[src/rtl/parity_frame_rx.sv]
`timescale 1ns/1ps
`default_nettype none
// ============================================================================
// Module      : parity_frame_rx
// Description : Serial parity-frame receiver (start, DATA_W data LSB first,
//               parity, stop). Checks even/odd parity and flags framing errors.
//               Define PARITY_ERR_CNT_EN to add the saturating err_count port.
// Revision    : 1.0 - initial release
// ============================================================================
module parity_frame_rx #(
    parameter int DATA_W     = 3,
    parameter int ODD_PARITY = 0
) (
    input  logic              clk,
    input  logic              rst,
    input  logic              sin,
    output logic [DATA_W-1:0] data_out,
    output logic              data_valid,
    output logic              parity_err,
    output logic              frame_err,
`ifdef PARITY_ERR_CNT_EN
    output logic [7:0]        err_count,
`endif
    output logic              busy
);

    localparam int CNT_W = (DATA_W > 1) ? $clog2(DATA_W) : 1;
    localparam logic [CNT_W-1:0] c_last_bit = CNT_W'(DATA_W - 1);
    localparam logic c_odd = (ODD_PARITY != 0);

    typedef enum logic [2:0] {
        S_IDLE      = 3'd0,
        S_DATA      = 3'd1,
        S_PARITY    = 3'd2,
        S_STOP      = 3'd3,
        S_WAIT_IDLE = 3'd4
    } state_t;

    state_t            r_state;
    state_t            w_next_state;
    logic [CNT_W-1:0]  r_bit_cnt;
    logic [DATA_W-1:0] r_shadow;
    logic              r_par_bit;
    logic              w_par_err;

    always_ff @(posedge clk) begin
        if (rst) begin
            r_state <= S_IDLE;
        end else begin
            r_state <= w_next_state;
        end
    end

    always_comb begin
        w_next_state = r_state;
        case (r_state)
            S_IDLE:      if (!sin) w_next_state = S_DATA;
            S_DATA:      if (r_bit_cnt == c_last_bit) w_next_state = S_PARITY;
            S_PARITY:    w_next_state = S_STOP;
            S_STOP:      w_next_state = sin ? S_IDLE : S_WAIT_IDLE;
            S_WAIT_IDLE: if (sin) w_next_state = S_IDLE;
            default:     w_next_state = S_IDLE;
        endcase
    end

    // Odd mode is the even-mode result inverted.
    assign w_par_err = (^r_shadow) ^ r_par_bit ^ c_odd;
    assign busy      = (r_state != S_IDLE);

    always_ff @(posedge clk) begin
        if (rst) begin
            r_bit_cnt  <= '0;
            r_shadow   <= '0;
            r_par_bit  <= 1'b0;
            data_out   <= '0;
            data_valid <= 1'b0;
            parity_err <= 1'b0;
            frame_err  <= 1'b0;
        end else begin
            data_valid <= 1'b0;
            case (r_state)
                S_IDLE: begin
                    if (!sin) r_bit_cnt <= '0;
                end
                S_DATA: begin
                    r_shadow[r_bit_cnt] <= sin;
                    r_bit_cnt           <= r_bit_cnt + 1'b1;
                end
                S_PARITY: begin
                    r_par_bit <= sin;
                end
                S_STOP: begin
                    // Errors never suppress the strobe; downstream decides.
                    data_out   <= r_shadow;
                    parity_err <= w_par_err;
                    frame_err  <= ~sin;
                    data_valid <= 1'b1;
                end
                default: ;
            endcase
        end
    end

`ifdef PARITY_ERR_CNT_EN
    always_ff @(posedge clk) begin
        if (rst) begin
            err_count <= 8'd0;
        end else if (r_state == S_STOP && w_par_err && err_count != 8'hFF) begin
            err_count <= err_count + 8'd1;
        end
    end
`endif

endmodule
`default_nettype wire

[config.mk]
export PLATFORM = sky130hd
export DESIGN_NAME = parity_frame_rx
export DESIGN_NICKNAME = d
export VERILOG_FILES = /design/src/rtl/parity_frame_rx.sv
export SDC_FILE = /design/constraint.sdc
export NUM_CORES = 1
export LEC_CHECK = 0
export ABC_AREA = 1
export BUFFER_PORTS_ARGS = -buffer_cell sky130_fd_sc_hd__buf_2
export CAP_MARGIN = 15
export CORE_MARGIN = 2
export CORE_UTILIZATION = 40
export DETAILED_ROUTE_END_ITERATION = 8
export PLACE_DENSITY = 0.63
export SLEW_MARGIN = 20
export SYNTH_ARGS = -nofsm -noshare
export SYNTH_HDL_FRONTEND = slang
export SYNTH_SLANG_ARGS = --single-unit
[constraint.sdc]
create_clock -name clk -period 1.1 [get_ports clk]
set_input_delay 0.055 -clock clk [delete_from_list [all_inputs] [get_ports clk]]
set_output_delay 0.055 -clock clk [all_outputs]
set_load 0.05 [all_outputs]
==> results.cfg, run 1 <==
[outcome]
status = finished clean

[route]
wirelength_um = 1389
viasPerCell = 4.438
vias = 648
drcViolationCount = 0
dr.pass1.iters = 4
wl_per_cell_um = 9.514
ant_nets = 0
drt-initial-drc-count = 13

[clock_tree]
clock_latency_ns = 0.28
clock_path_buffers = 2
cts-buffers-inserted = 3
clock_sinks = 15
root_buffer = clkbuf_4
clk_pin_slew_worst_paths_ns = 0.09
cts_tree = built
cts_htree_levels = 1

[power]
irDropWorstVdd_mv = 0.5154
p_leak_nw = 0.4393
pwr-share-clk = 0.258
switching_share = 0.3395
p_seq_frac = 0.489
combinationalPowerShare = 0.252
netSwitchingPower_uw = 421.9
total_power_mw = 1.243
cellInternalPower_uw = 820.8
p_per_area_nw_per_um2 = 1361

[sta]
setup_viol = 0
report.final.hold_viol_count = 0
worst_slew_pin_slew_ns = 0.2474
max-slew-margin-rel = 0.8362
period_needed_ns = 1.055
fin_crit_sh = 0.9589
slew_viol_final = 0
rsz0062_at_grt = true
max_freq_mhz = 948.1
fin_skew_ns = 0.0007858

[place]
place_inst = 140
hpwl_um = 1029
io_buffer_count = 9
gp_congestion = 0.7853

[yosys]
synth_edf_count = 0
synth_top_cells_by_count = nand2_1, dfxtp_1, nor2_1
yosysTopAreaCell = dfxtp_1
syn_avg_cell_area_um2 = 7.035
syn_area_um2 = 745.7
synth_area_leaders = dfxtp_1, nand2_1, nor2_1
yosysSeqAreaShare = 0.4027
synthesis.nets = 112
synth-seq-cells = 15
yosysWarnings = 0
synth-async-reset-ratio = 0
synth_cells = 106
ys_dominant_reg_cell = dfxtp_1
yosysMostFrequentCell = nand2_1
synth.distinct_cells = 18
synth.top_cell.area_share = 0.4027

[worst_setup_path]
reg2reg_depth = 7
critPathKind = flop to flop
r2r-end = r_shadow[1]$_SDFFE_PP0P_
worstSetupStartpointType = flop
reg2reg_slack_ns = 0.05
required_ns = 1.29
arrival_ns = 1.25
critPathMaxFanout = 7
end_kind = flop
r2r-start = r_state[0]$_SDFFE_PP0P_

[floorplan]
initial_utilization = 0.4272
ios = 10
die_height_um = 47.18
core_area_um2 = 1745
die-area_um2 = 2225
die_x_um = 47.18
rows = 15

[min_path]
hp-class = input port to flop
hold-path-cell-count = 2
worstHoldStart = rst
min_to = r_state[1]$_SDFFE_PP0P_

[flow_run]
cap_violations = 0

[global_routing]
grt_pass1_wl_um = 2290
overflow = 0
grt_util_all_layers = 0.1510
grt_max_degree = 11
antenna_found_initial = 0
grt_pass1_vias = 578

[cells_and_area]
fin_cells = 146
final_core_util = 0.5233
nets = 128
n_antenna_cell = 0
drive_gt1_frac = 0.3306
area_growth_pct = 22.48
## metrics by stage
step / TNS (ns) / hold slack (ns) / setup WS, ns / area, um2
global route: -0.1498 / 0.01778 / -0.04401 / 913.4
finish: 0 / 0.02745 / 0.04522 / 913.4
floorplan: 0 / 0.1241 / 0.1316 / 745.7
CTS: 0 / 0.01143 / 0.001346 / 869.6
detailed placement: 0 / 0.3372 / 0.03056 / 822.0
global placement: 0 / 0.3357 / 0.06296 / 822.0
## power groups by stage
stage / Sequential (mW) / Clock [mW] / Combinational [mW]
after global routing: 0.612 / 0.361 / 0.357
after CTS: 0.606 / 0.342 / 0.288
after global placement: 0.614 / 0 / 0.270
after detailed placement: 0.617 / 0 / 0.276
after floorplan: 0.635 / 0 / 0.201
final: 0.608 / 0.321 / 0.313
## what timing repair did
| action | in CTS | in global routing |
|---|---|---|
| setup buffers | 1 | 1 |
| pin swaps | 1 | 3 |
| cloned | 0 | 0 |
| hold buffers | 0 | 0 |
| endpoints found under the setup margin | 1 | 11 |
| resized for setup | 5 | 12 |
## critical path: stages (launching register included)
cell and delay, ns:
dfxtp_2 0.37, inv_2 0.06, nor2_4 0.17, nand2_4 0.10, nor2_2 0.11, nand2_1 0.06, nand2_1 0.06, nor2_1 0.04
## flip-flops by register name, summed over array words and instances, names as in the netlist
register / count
r_par_bit: 1
r_bit_cnt: 2
parity_err: 1
data_out: 3
frame_err: 1
r_state: 3
r_shadow: 3
data_valid: 1
## cells by family (layout without fill, tap and decap cells)
family          count (synthesis)  count (layout)  share of synthesized area
flops                          15              15                     0.4027
fa+ha+maj                       3               3                    0.05034
simple gates                   57              57                     0.3607
buf+inv                        19              34                     0.1023
compound gates                 12              12                    0.08388
## cell usage in the layout (no fill, tap or decap), types with 3 or more instances in the layout
cell      synthesis  routed
dfxtp_1          15      11
a21oi_1           5       5
buf_2             0       8
nor2_2            4       3
clkbuf_4          0       3
inv_1            14      12
o21ai_1           5       5
inv_2             4       5
nand3_2           1       3
nand2_1          26      25
nor2_1           15      15
nand3_1           6       4
## worst max-delay path by stage
stage,start,end,slack [ns],cells after the start
after global placement,r_bit_cnt[0]$_SDFFE_PP0P_,r_state[1]$_SDFFE_PP0P_,0.06,6
after CTS,r_state[1]$_SDFFE_PP0P_,busy,0.001,3
after detailed placement,r_bit_cnt[0]$_SDFFE_PP0P_,r_state[1]$_SDFFE_PP0P_,0.03,6
after global routing,r_state[0]$_SDFFE_PP0P_,r_shadow[1]$_SDFFE_PP0P_,-0.04,7
final,r_state[0]$_SDFFE_PP0P_,r_shadow[1]$_SDFFE_PP0P_,0.05,7
after floorplan,r_bit_cnt[0]$_SDFFE_PP0P_,r_state[1]$_SDFFE_PP0P_,0.13,6
## routing by layer
layer / vias to the layer above / part of all wire / track usage
met5: - / 0 / 0
met4: 0 / 0.0086 / 0.1000
met3: 2 / 0.025 / 0.03462
met2: 8 / 0.51 / 0.2548
met1: 287 / 0.46 / 0.1686
li1: 351 / - / -
## cell type report
class / count / area (um2)
Fill cell: 180 / 832.0
Multi-Input combinational cell: 72 / 399.1
Sequential cell: 15 / 310.3
Inverter: 19 / 78.83
Timing Repair Buffer: 11 / 66.31
Tap cell: 25 / 31.28
Clock buffer: 3 / 22.52
Clock inverter: 1 / 5.005
Power figures use the tool's default switching activity.
==> run 2: changes to the inputs <==
- CORE_ASPECT_RATIO: not set -> 0.9
==> run 2 against run 1 <==
Global-route usage up 0.41 points. Maximum frequency down 1.4%. Routed wire length up 9.3%. Non-clock buffer count up 1. Largest cell class unchanged. Largest power group unchanged.
==> results.cfg, run 2 (synthesis gave the netlist of run 1 again) <==
[outcome]
status = finished clean

[sta]
rsz0062_at_grt = true
fin_crit_sh = 0.9728
tns_ns = 0
slew_viol_final = 0
worst_slew_pin_slew_ns = 0.2546
period_needed_ns = 1.070
fin_skew_ns = 0.002963
report.final.hold_viol_count = 0
setup_viol = 0
setup_ws_ns = 0.02996
max_freq_mhz = 934.5
max-slew-margin-rel = 0.8314

[flow_run]
cap_violations = 0

[global_routing]
grt_util_all_layers = 0.1551
grt_pass1_wl_um = 2539
grt_max_degree = 11
overflow = 0
grt_pass1_vias = 591
antenna_found_initial = 0

[power]
switching_share = 0.3404
irDropWorstVdd_mv = 0.6552
p_seq_frac = 0.485
combinationalPowerShare = 0.262
p_leak_nw = 0.4333
cellInternalPower_uw = 835.7
total_power_mw = 1.267
netSwitchingPower_uw = 431.3
p_per_area_nw_per_um2 = 1368
pwr-share-clk = 0.253

[clock_tree]
clock_sinks = 15
clock_path_buffers = 2
clk_pin_slew_worst_paths_ns = 0.09
cts_htree_levels = 1
cts-buffers-inserted = 3
clock_latency_ns = 0.29
root_buffer = clkbuf_4
cts_tree = built

[floorplan]
die_height_um = 44.96
ios = 10
core_area_um2 = 1717
initial_utilization = 0.4344
rows = 14
die-area_um2 = 2226
die_x_um = 49.51

[worst_setup_path]
slowest_stage = dfxtp_2
crit_chain = inv_2 -> nor2_4 -> buf_6 -> nand2_8 -> inv_8 -> nand2_2 -> a21oi_1
max_stage_delay_ns = 0.37
worstSetupStartpointType = flop
critPathMaxFanout = 7
arrival_ns = 1.30
end_kind = flop
critPathKind = flop to flop
required_ns = 1.33

[route]
vias = 678
ant_nets = 0
drt-initial-drc-count = 19
drcViolationCount = 0
wirelength_um = 1518
wl_per_cell_um = 10.40
dr.pass1.iters = 4
viasPerCell = 4.644

[min_path]
hp-class = input port to flop

[cells_and_area]
final_core_util = 0.5394
n_antenna_cell = 0
area_growth_pct = 24.16
mostFrequentLayoutCells = nand2_1, nor2_1, inv_1, dfxtp_1, buf_2
layout_commonest_cell = nand2_1
nets = 129
design_area_um2 = 925.9
drive_gt1_frac = 0.3033
top_regs = data_out (3), r_shadow (3), r_state (3)

[place]
io_buffer_count = 9
hpwl_um = 1156
dpl_cell_area_um2 = 820.8
preCtsSetupSlack_ns = 0.008218
gp_congestion = 0.7912
run 2: cell types whose count changed in the layout (fill, tap and decap cells not counted), sizes merged:
| cell | change |
|---|---|
| clkinv | -2 |
| clkbuf | +1 |
| inv | +1 |
| buf | +1 |
run 2: cell type report:
| class | count | area (um2) |
|---|---|---|
| flip-flops and latches | 15 | 307.8 |
| inverters | 19 | 81.33 |
| repair buffers | 12 | 77.57 |
| well taps | 24 | 30.03 |
| fillers | 192 | 790.8 |
| clock buffers | 4 | 26.28 |
| multi-input cells | 72 | 402.9 |
run 2: worst max-delay path: cells and delay by family, from the launching register on:
family | cells | cell delay [ns]
flops | 1 | 0.37
compound gates | 1 | 0.12
simple gates | 3 | 0.26
buf+inv | 3 | 0.26
run 2: path summary, 6_finish.rpt:
kind	depth (start not counted)	start	slack (ns)	to
worst max register to register	7	r_state[0]$_SDFFE_PP0P_	0.03	frame_err$_SDFFE_PP0P_
worst min register to register	2	frame_err$_SDFFE_PP0P_	0.47	frame_err$_SDFFE_PP0P_
worst max-delay path	7	r_state[0]$_SDFFE_PP0P_	0.03	frame_err$_SDFFE_PP0P_
worst min-delay path	2	rst	0.03	r_state[2]$_SDFFE_PP0P_
run 2: repair_timing:
action,in CTS,in global routing
setup buffers,1,2
endpoints found under the setup margin,2,8
gates resized for setup,6,12
hold buffers,0,0
pin swaps,1,5
run 2: stage by stage:
stage	hold slack, ns	instances
3_3_place_gp	0.3514	139
3_5_place_dp	0.3413	139
4_1_cts	0.01979	144
6_report	0.02758	146
5_1_grt	0.01764	146
2_1_floorplan	0.1241	106
run 2: power by group through the flow:
stage	logic, mW	registers [mW]	clock network, mW
4_1_cts	0.297	0.610	0.335
2_1_floorplan	0.201	0.635	0
3_5_place_dp	0.278	0.619	0
3_3_place_gp	0.273	0.617	0
5_1_grt	0.367	0.621	0.357
6_report	0.332	0.615	0.321
run 2: per-layer routing:
layer / share of wire / global-route usage
met1: 0.47 / 0.1749
met2: 0.48 / 0.2838
met3: 0.046 / 0.05960
met4: 0.0092 / 0.03333
met5: 0 / 0
==> run 3: changes to the inputs <==
- CORE_UTILIZATION: 40 -> 50
- PLACE_DENSITY: 0.63 -> not set
- PLACE_DENSITY_LB_ADDON: not set -> 0.12
- clock period: 1.1 -> 1.16 ns (I/O delays scaled with it)
==> run 3 against run 2 <==
Die area shrank 18%. Critical path depth fell by 4. Clock skew grew 0.0040 ns. First-iteration DRC count shrank 84%. Non-clock buffer count shrank 1. Clock power fell by 8.4%. Via count is 6.8% lower. Register-to-register slack better by 0.09 ns. Setup slack gained 0.052 ns. Combinational power decreased by 16%. Sequential power down 6.0%. Critical endpoint is now busy. Largest power group unchanged.
==> results.cfg, run 3 (synthesis gave the netlist of run 1 again) <==
[outcome]
status = finished clean

[route]
ant_nets = 0
vias = 632
wirelength_um = 1309
viasPerCell = 4.647
dr.pass1.iters = 4
wl_per_cell_um = 9.625
drt-initial-drc-count = 3
drcViolationCount = 0

[flow_run]
cap_violations = 0

[clock_tree]
root_buffer = clkbuf_4
clock_path_buffers = 2
cts_tree = built
clk_pin_slew_worst_paths_ns = 0.09
cts_htree_levels = 1
postCtsHoldBufs = 0
cts-buffers-inserted = 3
clock_latency_ns = 0.28
clock_sinks = 15

[sta]
whs_ns = 0.04276
setup_ws_ns = 0.08231
worst_slew_pin_slew_ns = 0.2492
max-slew-margin-rel = 0.8350
report.final.hold_viol_count = 0
max_freq_mhz = 927.9
setup_viol = 0
fin_crit_sh = 0.9290
fin_skew_ns = 0.006944
slew_viol_final = 0
period_needed_ns = 1.078

[cells_and_area]
top_regs = data_out (3), r_shadow (3), r_state (3)
mostFrequentLayoutCells = nand2_1, nor2_1, inv_1, dfxtp_1, buf_2
area_growth_pct = 15.94
design_area_um2 = 864.6
drive_gt1_frac = 0.2893
n_antenna_cell = 0
layout_commonest_cell = nand2_1
fin_cells = 136
nets = 128
final_core_util = 0.6110

[min_path]
hp-class = input port to flop

[place]
io_buffer_count = 9
hpwl_um = 983.3
gp_congestion = 0.7481
dpl_cell_area_um2 = 809.5
preCtsSetupSlack_ns = 0.1062
place_inst = 130

[floorplan]
die_height_um = 40.64
rows = 13
ios = 10
die-area_um2 = 1817
die_x_um = 44.71
core_area_um2 = 1415
initial_utilization = 0.5270

[worst_setup_path]
worstSetupStartpointType = flop
required_ns = 1.10
critPathMaxFanout = 5
arrival_ns = 1.02
critPathKind = flop to output port
max_stage_delay_ns = 0.39
crit_chain = inv_2 -> nand2_1 -> buf_4
end_kind = output port
slowest_stage = dfxtp_2

[global_routing]
grt_util_all_layers = 0.1673
antenna_found_initial = 0
grt_pass1_wl_um = 2111
grt_max_degree = 11
grt_pass1_vias = 522
overflow = 0

[power]
p_per_area_nw_per_um2 = 1331
p_leak_nw = 0.4345
irDropWorstVdd_mv = 0.7328
## run 3: layout make-up
cell class                 instances  area, um2
clock buffer                       3      22.52
fill                             136      550.5
inverter                          19      76.32
clock inverter                     1      5.005
multi-input combinational         72      374.1
timing repair buffer              11      62.56
sequential                        15      305.3
tap                               15      18.77
## run 3: final timing paths
| path | slack (ns) | from | end | cells past startpoint |
|---|---|---|---|---|
| hold / removal | 0.04 | rst | r_state[2]$_SDFFE_PP0P_ | 2 |
| setup / recovery | 0.08 | r_state[1]$_SDFFE_PP0P_ | busy | 3 |
| hold reg to reg | 0.47 | frame_err$_SDFFE_PP0P_ | frame_err$_SDFFE_PP0P_ | 2 |
| setup reg to reg | 0.12 | r_bit_cnt[0]$_SDFFE_PP0P_ | r_state[1]$_SDFFE_PP0P_ | 6 |
## run 3: report_power, final
| part | leakage (nW) | internal, mW | switching (mW) |
|---|---|---|---|
| clock network | 0.0177 | 0.128 | 0.166 |
| logic | 0.293 | 0.0949 | 0.183 |
| registers | 0.123 | 0.549 | 0.0295 |
| total | 0.434 | 0.772 | 0.379 |
## run 3: repair_timing
item	4_1_cts	5_1_grt
gates cloned	0	0
endpoints found under the setup margin	1	3
pin swaps	0	1
resized for setup	3	4
endpoints found under the hold margin	0	0
buffers inserted	0	2
## run 3: critical path: cells and delay by family (launching register included)
kind                   cells  cell delay, ns
and+or+nand+nor            1            0.07
buffers and inverters      2            0.28
DFF                        1            0.39
## run 3: routing by layer
| layer | routed length (um) | global-route usage | vias to the layer above | share of wire |
|---|---|---|---|---|
| met5 | 0 | 0 | - | 0 |
| met4 | 12 | 0.1136 | 0 | 0.0092 |
| met3 | 33 | 0.02643 | 2 | 0.025 |
| met2 | 604 | 0.2717 | 11 | 0.46 |
| met1 | 658 | 0.2080 | 265 | 0.50 |
| li1 | - | - | 354 | - |
## run 3: per-stage QoR
stage	setup TNS [ns]	power [mW]
floorplan	0	0.7930
global placement	0	0.8393
detailed placement	0	0.8461
CTS	0	1.148
global route	-0.007914	1.232
finish	0	1.150
